File: src/rtl/corr_pkg.sv
// Shared constants and types for the correlator result-RAM dump path.
//   Bank select codes, bank base addresses, bank-1 depth, stream header
//   magic, the value an unmapped RAM read returns, and the reader state type.
package corr_pkg;

  localparam logic [3:0] BANK_SEL_A = 4'd1;
  localparam logic [3:0] BANK_SEL_B = 4'd2;
  localparam logic [3:0] BANK_SEL_C = 4'd3;
  localparam logic [3:0] BANK_SEL_D = 4'd4;
  localparam logic [3:0] BANK_SEL_E = 4'd5;

  localparam logic [15:0] BANK_BASE_A = {BANK_SEL_A, 12'h000};
  localparam logic [15:0] BANK_BASE_B = {BANK_SEL_B, 12'h000};
  localparam logic [15:0] BANK_BASE_C = {BANK_SEL_C, 12'h000};
  localparam logic [15:0] BANK_BASE_D = {BANK_SEL_D, 12'h000};
  localparam logic [15:0] BANK_BASE_E = {BANK_SEL_E, 12'h000};

  localparam int          BASE_DEPTH   = 32;
  localparam logic [7:0]  HDR_MAGIC    = 8'hA5;
  localparam logic [31:0] DEFAULT_READ = 32'hAAAAAAAA;

  typedef enum logic [2:0] {
    S_IDLE,
    S_HDR,
    S_ISSUE,
    S_WAIT,
    S_OUT,
    S_DONE
  } state_t;

endpackage

File: src/rtl/corr_ram_dump_reader.sv
// Host-side read initiator for the multi-tau correlator result RAMs.
// On a start pulse it sweeps banks 1..NUM_BANKS, emitting one header word and
// then every data word of each bank on a valid/ready stream.
//
// Ports
//   clk          system clock, rising edge
//   rst_n        asynchronous active-low reset
//   i_start      one-cycle pulse, begin a dump (honoured only when idle)
//   i_abort      one-cycle pulse, terminate a dump in progress
//   o_ram_addr   read address {bank, idx} to the bank read mux
//   i_ram_data   read data from the bank read mux
//   o_dout       stream word (header or RAM data)
//   o_dout_valid o_dout holds a word
//   i_dout_ready consumer accepts o_dout when valid & ready
//   o_busy       dump in progress
//   o_ram_hold   freezes correlator accumulation; equals o_busy
//   o_done       one-cycle pulse after the final word is accepted
//
// state   | meaning
// --------+-----------------------------------------------------------
// S_IDLE  | waiting for start, address bus parked at 0
// S_HDR   | bank header presented, waiting for accept
// S_ISSUE | drive {bank, idx} onto the address bus, load latency timer
// S_WAIT  | address held, timer counts down, RAM data captured at 0
// S_OUT   | data word presented, waiting for accept, then step idx/bank
// S_DONE  | done pulse visible, busy drops on exit
module corr_ram_dump_reader
  import corr_pkg::*;
#(
  parameter int RAM_LATENCY = 1,
  parameter int NUM_BANKS   = 5,
  parameter int BASE_DEPTH  = corr_pkg::BASE_DEPTH
) (
  input  logic        clk,
  input  logic        rst_n,
  input  logic        i_start,
  input  logic        i_abort,
  output logic [15:0] o_ram_addr,
  input  logic [31:0] i_ram_data,
  output logic [31:0] o_dout,
  output logic        o_dout_valid,
  input  logic        i_dout_ready,
  output logic        o_busy,
  output logic        o_ram_hold,
  output logic        o_done
);

  state_t      r_state, w_state_nxt;
  logic [15:0] r_ram_addr, w_ram_addr_nxt;
  logic [31:0] r_dout, w_dout_nxt;
  logic        r_valid, w_valid_nxt;
  logic        r_busy, w_busy_nxt;
  logic        r_done, w_done_nxt;
  logic [3:0]  r_bank, w_bank_nxt;
  logic [11:0] r_idx, w_idx_nxt;
  logic [2:0]  r_cnt, w_cnt_nxt;
  logic [15:0] w_depth;
  logic        w_last_idx;

  function automatic logic [31:0] hdr_for(input logic [3:0] b);
    logic [15:0] d;
    d = 16'(BASE_DEPTH) << (b - 4'd1);
    return {HDR_MAGIC, b, 4'h0, d};
  endfunction

  assign w_depth    = 16'(BASE_DEPTH) << (r_bank - 4'd1);
  assign w_last_idx = ({4'h0, r_idx} == (w_depth - 16'd1));

  always_comb begin
    w_state_nxt    = r_state;
    w_ram_addr_nxt = r_ram_addr;
    w_dout_nxt     = r_dout;
    w_valid_nxt    = r_valid;
    w_busy_nxt     = r_busy;
    w_done_nxt     = 1'b0;
    w_bank_nxt     = r_bank;
    w_idx_nxt      = r_idx;
    w_cnt_nxt      = r_cnt;

    case (r_state)
      S_IDLE: begin
        w_ram_addr_nxt = 16'h0000;
        w_valid_nxt    = 1'b0;
        if (i_start && !i_abort) begin
          w_bank_nxt  = BANK_SEL_A;
          w_idx_nxt   = 12'h000;
          w_dout_nxt  = hdr_for(BANK_SEL_A);
          w_valid_nxt = 1'b1;
          w_busy_nxt  = 1'b1;
          w_state_nxt = S_HDR;
        end
      end
      S_HDR: begin
        if (i_dout_ready) begin
          w_valid_nxt = 1'b0;
          w_state_nxt = S_ISSUE;
        end
      end
      S_ISSUE: begin
        w_ram_addr_nxt = {r_bank, r_idx};
        w_cnt_nxt      = 3'(RAM_LATENCY);
        w_state_nxt    = S_WAIT;
      end
      S_WAIT: begin
        // Capture on the edge that takes the timer to zero, so the address
        // has been stable for exactly RAM_LATENCY cycles.
        w_cnt_nxt = r_cnt - 3'd1;
        if (r_cnt == 3'd1) begin
          w_dout_nxt  = i_ram_data;
          w_valid_nxt = 1'b1;
          w_state_nxt = S_OUT;
        end
      end
      S_OUT: begin
        if (i_dout_ready) begin
          w_valid_nxt = 1'b0;
          if (!w_last_idx) begin
            w_idx_nxt   = r_idx + 12'd1;
            w_state_nxt = S_ISSUE;
          end else if (r_bank < 4'(NUM_BANKS)) begin
            w_bank_nxt  = r_bank + 4'd1;
            w_idx_nxt   = 12'h000;
            w_dout_nxt  = hdr_for(r_bank + 4'd1);
            w_valid_nxt = 1'b1;
            w_state_nxt = S_HDR;
          end else begin
            w_done_nxt  = 1'b1;
            w_state_nxt = S_DONE;
          end
        end
      end
      S_DONE: begin
        w_busy_nxt     = 1'b0;
        w_ram_addr_nxt = 16'h0000;
        w_bank_nxt     = BANK_SEL_A;
        w_idx_nxt      = 12'h000;
        w_state_nxt    = S_IDLE;
      end
      default: begin
        w_state_nxt = S_IDLE;
      end
    endcase

    // Abort overrides everything, including a pending header or data word.
    if (i_abort && (r_state != S_IDLE)) begin
      w_state_nxt    = S_IDLE;
      w_valid_nxt    = 1'b0;
      w_busy_nxt     = 1'b0;
      w_done_nxt     = 1'b0;
      w_ram_addr_nxt = 16'h0000;
      w_bank_nxt     = BANK_SEL_A;
      w_idx_nxt      = 12'h000;
      w_cnt_nxt      = 3'd0;
    end
  end

  always_ff @(posedge clk or negedge rst_n) begin
    if (!rst_n) begin
      r_state    <= S_IDLE;
      r_ram_addr <= 16'h0000;
      r_dout     <= 32'h0000_0000;
      r_valid    <= 1'b0;
      r_busy     <= 1'b0;
      r_done     <= 1'b0;
      r_bank     <= BANK_SEL_A;
      r_idx      <= 12'h000;
      r_cnt      <= 3'd0;
    end else begin
      r_state    <= w_state_nxt;
      r_ram_addr <= w_ram_addr_nxt;
      r_dout     <= w_dout_nxt;
      r_valid    <= w_valid_nxt;
      r_busy     <= w_busy_nxt;
      r_done     <= w_done_nxt;
      r_bank     <= w_bank_nxt;
      r_idx      <= w_idx_nxt;
      r_cnt      <= w_cnt_nxt;
    end
  end

  assign o_ram_addr   = r_ram_addr;
  assign o_dout       = r_dout;
  assign o_dout_valid = r_valid;
  assign o_busy       = r_busy;
  assign o_ram_hold   = r_busy;
  assign o_done       = r_done;

endmodule

File: config.mk
export PLATFORM = sky130hd
export DESIGN_NAME = corr_ram_dump_reader
export DESIGN_NICKNAME = d
export VERILOG_FILES = /design/src/rtl/corr_pkg.sv /design/src/rtl/corr_ram_dump_reader.sv
export SDC_FILE = /design/constraint.sdc
export NUM_CORES = 1
export LEC_CHECK = 0
export ABC_AREA = 1
export CAP_MARGIN = 10
export CORE_MARGIN = 10
export CORE_UTILIZATION = 36
export DETAILED_ROUTE_END_ITERATION = 10
export GPL_TIMING_DRIVEN = 1
export PLACE_DENSITY = 0.62
export SETUP_SLACK_MARGIN = 0.02
export SYNTH_ARGS = -nofsm -noshare
export SYNTH_HDL_FRONTEND = slang
export SYNTH_SLANG_ARGS = --single-unit
File: constraint.sdc
create_clock -name clk -period 4.2 [get_ports clk]
set_clock_uncertainty 0.2 [all_clocks]
set_input_delay 0.84 -clock clk [delete_from_list [all_inputs] [get_ports clk]]
set_output_delay 0.84 -clock clk [all_outputs]
set_load 0.02 [all_outputs]
==> flow_results.org <==
** Outcome
- Result of the run :: completed

** Worst setup path
- Class of the most critical setup path :: flop to flop
- Critical path startpoint category :: flop
- Cell with the biggest individual delay on the critical path :: sky130_fd_sc_hd__dfstp_2
- The largest single stage delay on the critical path is 0.66 ns.
- The signal on the critical path passes through inv_2 > ha_1 > inv_1 > nand2_1 > nand2_1 > nand2_1 > inv_1 > nand2_2 > ha_1 > xor2_1 > nand3b_1 > nand3_1 > nor2_1 > nand3_1 > nor2_4 > nand4_4 > nand2_4 > inv_2 > nand2_4 > nand2_2 > nor2_2.
- The worst setup path is captured at a flop.
- STA puts the critical path data arrival time at 3.79 ns.
- At the worst endpoint, the required time is 4.27 ns.
- Of all nets on the critical path, the largest fanout is 15.
- Start of the worst register-to-register path :: r_bank[0]
- Worst setup path startpoint :: r_bank[0]
- Critical path's most frequent cell :: sky130_fd_sc_hd__nand2_1

** Clocking
- Deepest clock path buffer count :: 2
- H-Tree Level Count :: 3
- In this run the post-CTS setup repair buffer count came out at 0.
- Clock Latency Late Sink :: 0.34 ns
- TritonCTS built the clock tree.
- Inserted Clock Buffers :: 9
- Clock-pin slew on the worst setup and hold paths :: 0.06 ns
- Clock root buffer :: sky130_fd_sc_hd__clkbuf_16
- Number of hold buffers added after CTS :: 0
- Resized Gates After CTS :: 0
- Sinks on the clock net :: 73

** STA
- Across all hold checks on the routed design, the worst slack comes to 0.270 ns.
- Setup slack after layout :: 0.487 ns
- In the finished design, the share of the clock period the worst path needs comes to 0.884.
- For the pin with the worst max-slew slack, the measured transition is 0.931 ns.
- Upper clock frequency limit :: 269 MHz
- The number of pins with negative max-slew slack in the final report is 0.
- Relative max-transition margin :: 0.379
- The final count of hold timing violations came to 0.
- Setup violations remaining at the end of the flow were counted as 0.
- Setup repair after global routing left no endpoint under its margin.
- The worst path in the final design needs a cycle of 3.71 ns, including I/O delays and setup.
- In the final timing run, aggregate negative setup slack is 0 ns.

** Place
- Placed instance area :: 5560 um^2
- In this run, placement finished with an instance count of 856.
- Last weighted congestion value of the routability-driven placer :: 0.905
- Post-DP HPWL :: 9740 um
- Port buffering added 88 buffers.
- Timing analysis after detailed placement gives a worst setup slack of 0.421 ns.

** Final layout
- The sequential cells in the finished layout cover a total of 1830 um^2.
- In the final layout, the share of cells above drive strength 1 is 0.136.
- Once layout is complete, the utilization of the core stands at 0.472.
- Count of filler cells inserted in the layout :: 1,280
- 0 antenna diodes ended up in the layout.
- Number of non-filler instances in the completed layout :: 872
- At the end of the flow, the number of nets in the layout was 743.
- Multi-input logic area :: 2350 um^2
- Area added between synthesis and finish :: 29.7%
- Summed area of non-filler cells in the final layout :: 5910 um^2

** Flow run
- Max-capacitance violation count :: 0

** Worst hold path
- Min-delay worst type :: flop to flop
- The worst hold path begins at o_dout[14].

** Synth
- In this run, synthesis inferred 0 flip-flops with an integrated enable.
- Yosys printed 0 warnings.
- Post-synthesis sequential area ratio :: 0.401
- Synthesis inferred 73 register bits.
- Of all cell types, the one taking the most synthesized area is sky130_fd_sc_hd__dfrtp_1.
- The synthesized netlist occupies a cell area of 4550 um^2.
- In the synthesized netlist the async set-or-reset flop fraction comes to 1.00.
- Number of distinct library cells after synthesis :: 44
- Synthesized area divided by synthesized cell count :: 7.48 um^2
- Predominant post-synthesis flop cell :: sky130_fd_sc_hd__dfrtp_1
- Portion of synthesized cell area occupied by the leading cell type :: 0.396
- After synthesis, the cell types taking the most area are sky130_fd_sc_hd__dfrtp_1 40%, sky130_fd_sc_hd__nand2_1 16%, sky130_fd_sc_hd__nand3_1 5.9%.
- The number of nets in the synthesized netlist is 657.
- In the synthesized netlist, the number of instances is 609.

** Global route
- The number of global-route vias before repair came to 4,273.
- The first global-routing pass estimated 21,800 um of wire.
- Total Routing Usage GR :: 0.150
- Number of antenna violations at the first check in global routing :: 0
- Largest net degree at the start of global routing :: 74
- Congestion Overflow GR :: 0

** Route
- For this block, the routed nets add up to 13,000 um of wire.
- The count of nets left with antenna violations once routing finished came out at 0.
- The first routing iteration left 286 violations.
- For this block, the via count after detailed routing is 4,230.
- Drt pass-1 iters :: 4
- In the final routed layout, each cell accounts on average for 14.9 um.
- Detail-routed via count per cell :: 4.85
- DRC violations left :: 0

** Power and ir drop
- Total power :: 3.85 mW
- For this design the static power due to leakage is 2.66 nW.
- Largest vdd supply drop :: 0.299 mV
- Dividing total power by cell area gives a power density of 651 nW/um^2.

** Floorplan
- Starting Density :: 0.364
- The core region is 12,500 um^2.
- The floorplan step defined a die boundary enclosing 17,500 um^2.
- Row generation in the floorplan step produced 41 rows.
- The floorplan step set the die height to 132 um.
- Die Span X :: 132 um
- IO Pins :: 89
[placed cells by master, fill, tap and decap left out, types with 3 or more instances in the layout]
cell,instances
sky130_fd_sc_hd__nand2_1,196
sky130_fd_sc_hd__clkdlybuf4s50_1,87
sky130_fd_sc_hd__dfrtp_1,72
sky130_fd_sc_hd__inv_1,56
sky130_fd_sc_hd__nand3_1,54
sky130_fd_sc_hd__nor2_1,44
sky130_fd_sc_hd__a21oi_1,24
sky130_fd_sc_hd__o21ai_2,19
sky130_fd_sc_hd__o21ai_0,17
sky130_fd_sc_hd__nand2_2,15
sky130_fd_sc_hd__nor2_2,12
sky130_fd_sc_hd__nand4_1,11
sky130_fd_sc_hd__ha_1,11
sky130_fd_sc_hd__clkbuf_16,9
sky130_fd_sc_hd__buf_4,8
sky130_fd_sc_hd__o21ai_1,6
sky130_fd_sc_hd__inv_2,5
sky130_fd_sc_hd__nand3_2,5
sky130_fd_sc_hd__nor2_4,4
sky130_fd_sc_hd__nand2_4,4
sky130_fd_sc_hd__xor2_1,3
sky130_fd_sc_hd__xnor2_1,3
sky130_fd_sc_hd__o22ai_1,3
sky130_fd_sc_hd__nor3_1,3
[cells by family (layout without fill, tap and decap cells)]
family / count (synthesis) / in the layout / share of synthesized area
AO/OA/AOI/OAI: 81 / 81 / 0.117
buffers and inverters: 84 / 175 / 0.0841
adder cells (fa/ha/maj): 11 / 11 / 0.0302
AND/OR/NAND/NOR: 354 / 354 / 0.356
flip-flops: 73 / 73 / 0.401
XOR/XNOR: 6 / 6 / 0.0115
[synthesized netlist by cell type (all sizes together), types with 7 or more instances]
| cell | count |
|---|---|
| nand4 | 12 |
| dfrtp | 72 |
| a21oi | 25 |
| nand2 | 216 |
| nand3 | 59 |
| inv | 61 |
| clkbuf | 7 |
| o21ai | 42 |
| nor2 | 60 |
| ha | 11 |
| buf | 14 |
[flip-flops by register name, indices dropped and copies added (netlist names)]
name and flops:
o_dout 32, o_ram_addr 16, r_idx 12, r_bank 4, r_cnt 3, r_state 3
o_busy 1, o_done 1, o_dout_valid 1
[metal layers]
layer	routed length, um	global-route usage
met5	0	0
met4	199	0.0501
met3	732	0.0428
met2	5680	0.224
met1	6370	0.204
[path summary, 6_finish.rpt]
check                      cells past startpoint         end  slack, ns
max reg2reg                                   21    r_idx[8]       0.49
max                                           21    r_idx[8]       0.49
min                                            2  o_dout[14]       0.27
min in group asynchronous                      2  o_dout[10]       0.52
min reg2reg                                    2  o_dout[14]       0.27
max in group asynchronous                      2    r_idx[7]       2.67
[area by class of cell]
class,instances,area share
Sequential cell,73,0.309
Inverter,63,0.0400
Clock buffer,11,0.0428
Clock inverter,5,0.0144
Timing Repair Buffer,96,0.158
Multi-Input combinational cell,452,0.398
Tap cell,172,0.0364
[report_power, final]
part           internal [mW]  total (mW)  switching (mW)  leakage [nW]
clock                  0.557       0.871           0.314         0.163
combinational          0.680        2.05            1.37          1.51
sequential             0.827       0.927           0.100         0.992
[critical path, delay by kind of cell, from the launching register on]
kind	cells	cell delay [ns]
AND/OR/NAND/NOR	14	1.69
buffers and inverters	4	0.37
adder cells (fa/ha/maj)	2	0.50
flip-flops	1	0.66
XOR/XNOR	1	0.20
Power figures use the tool's default switching activity.
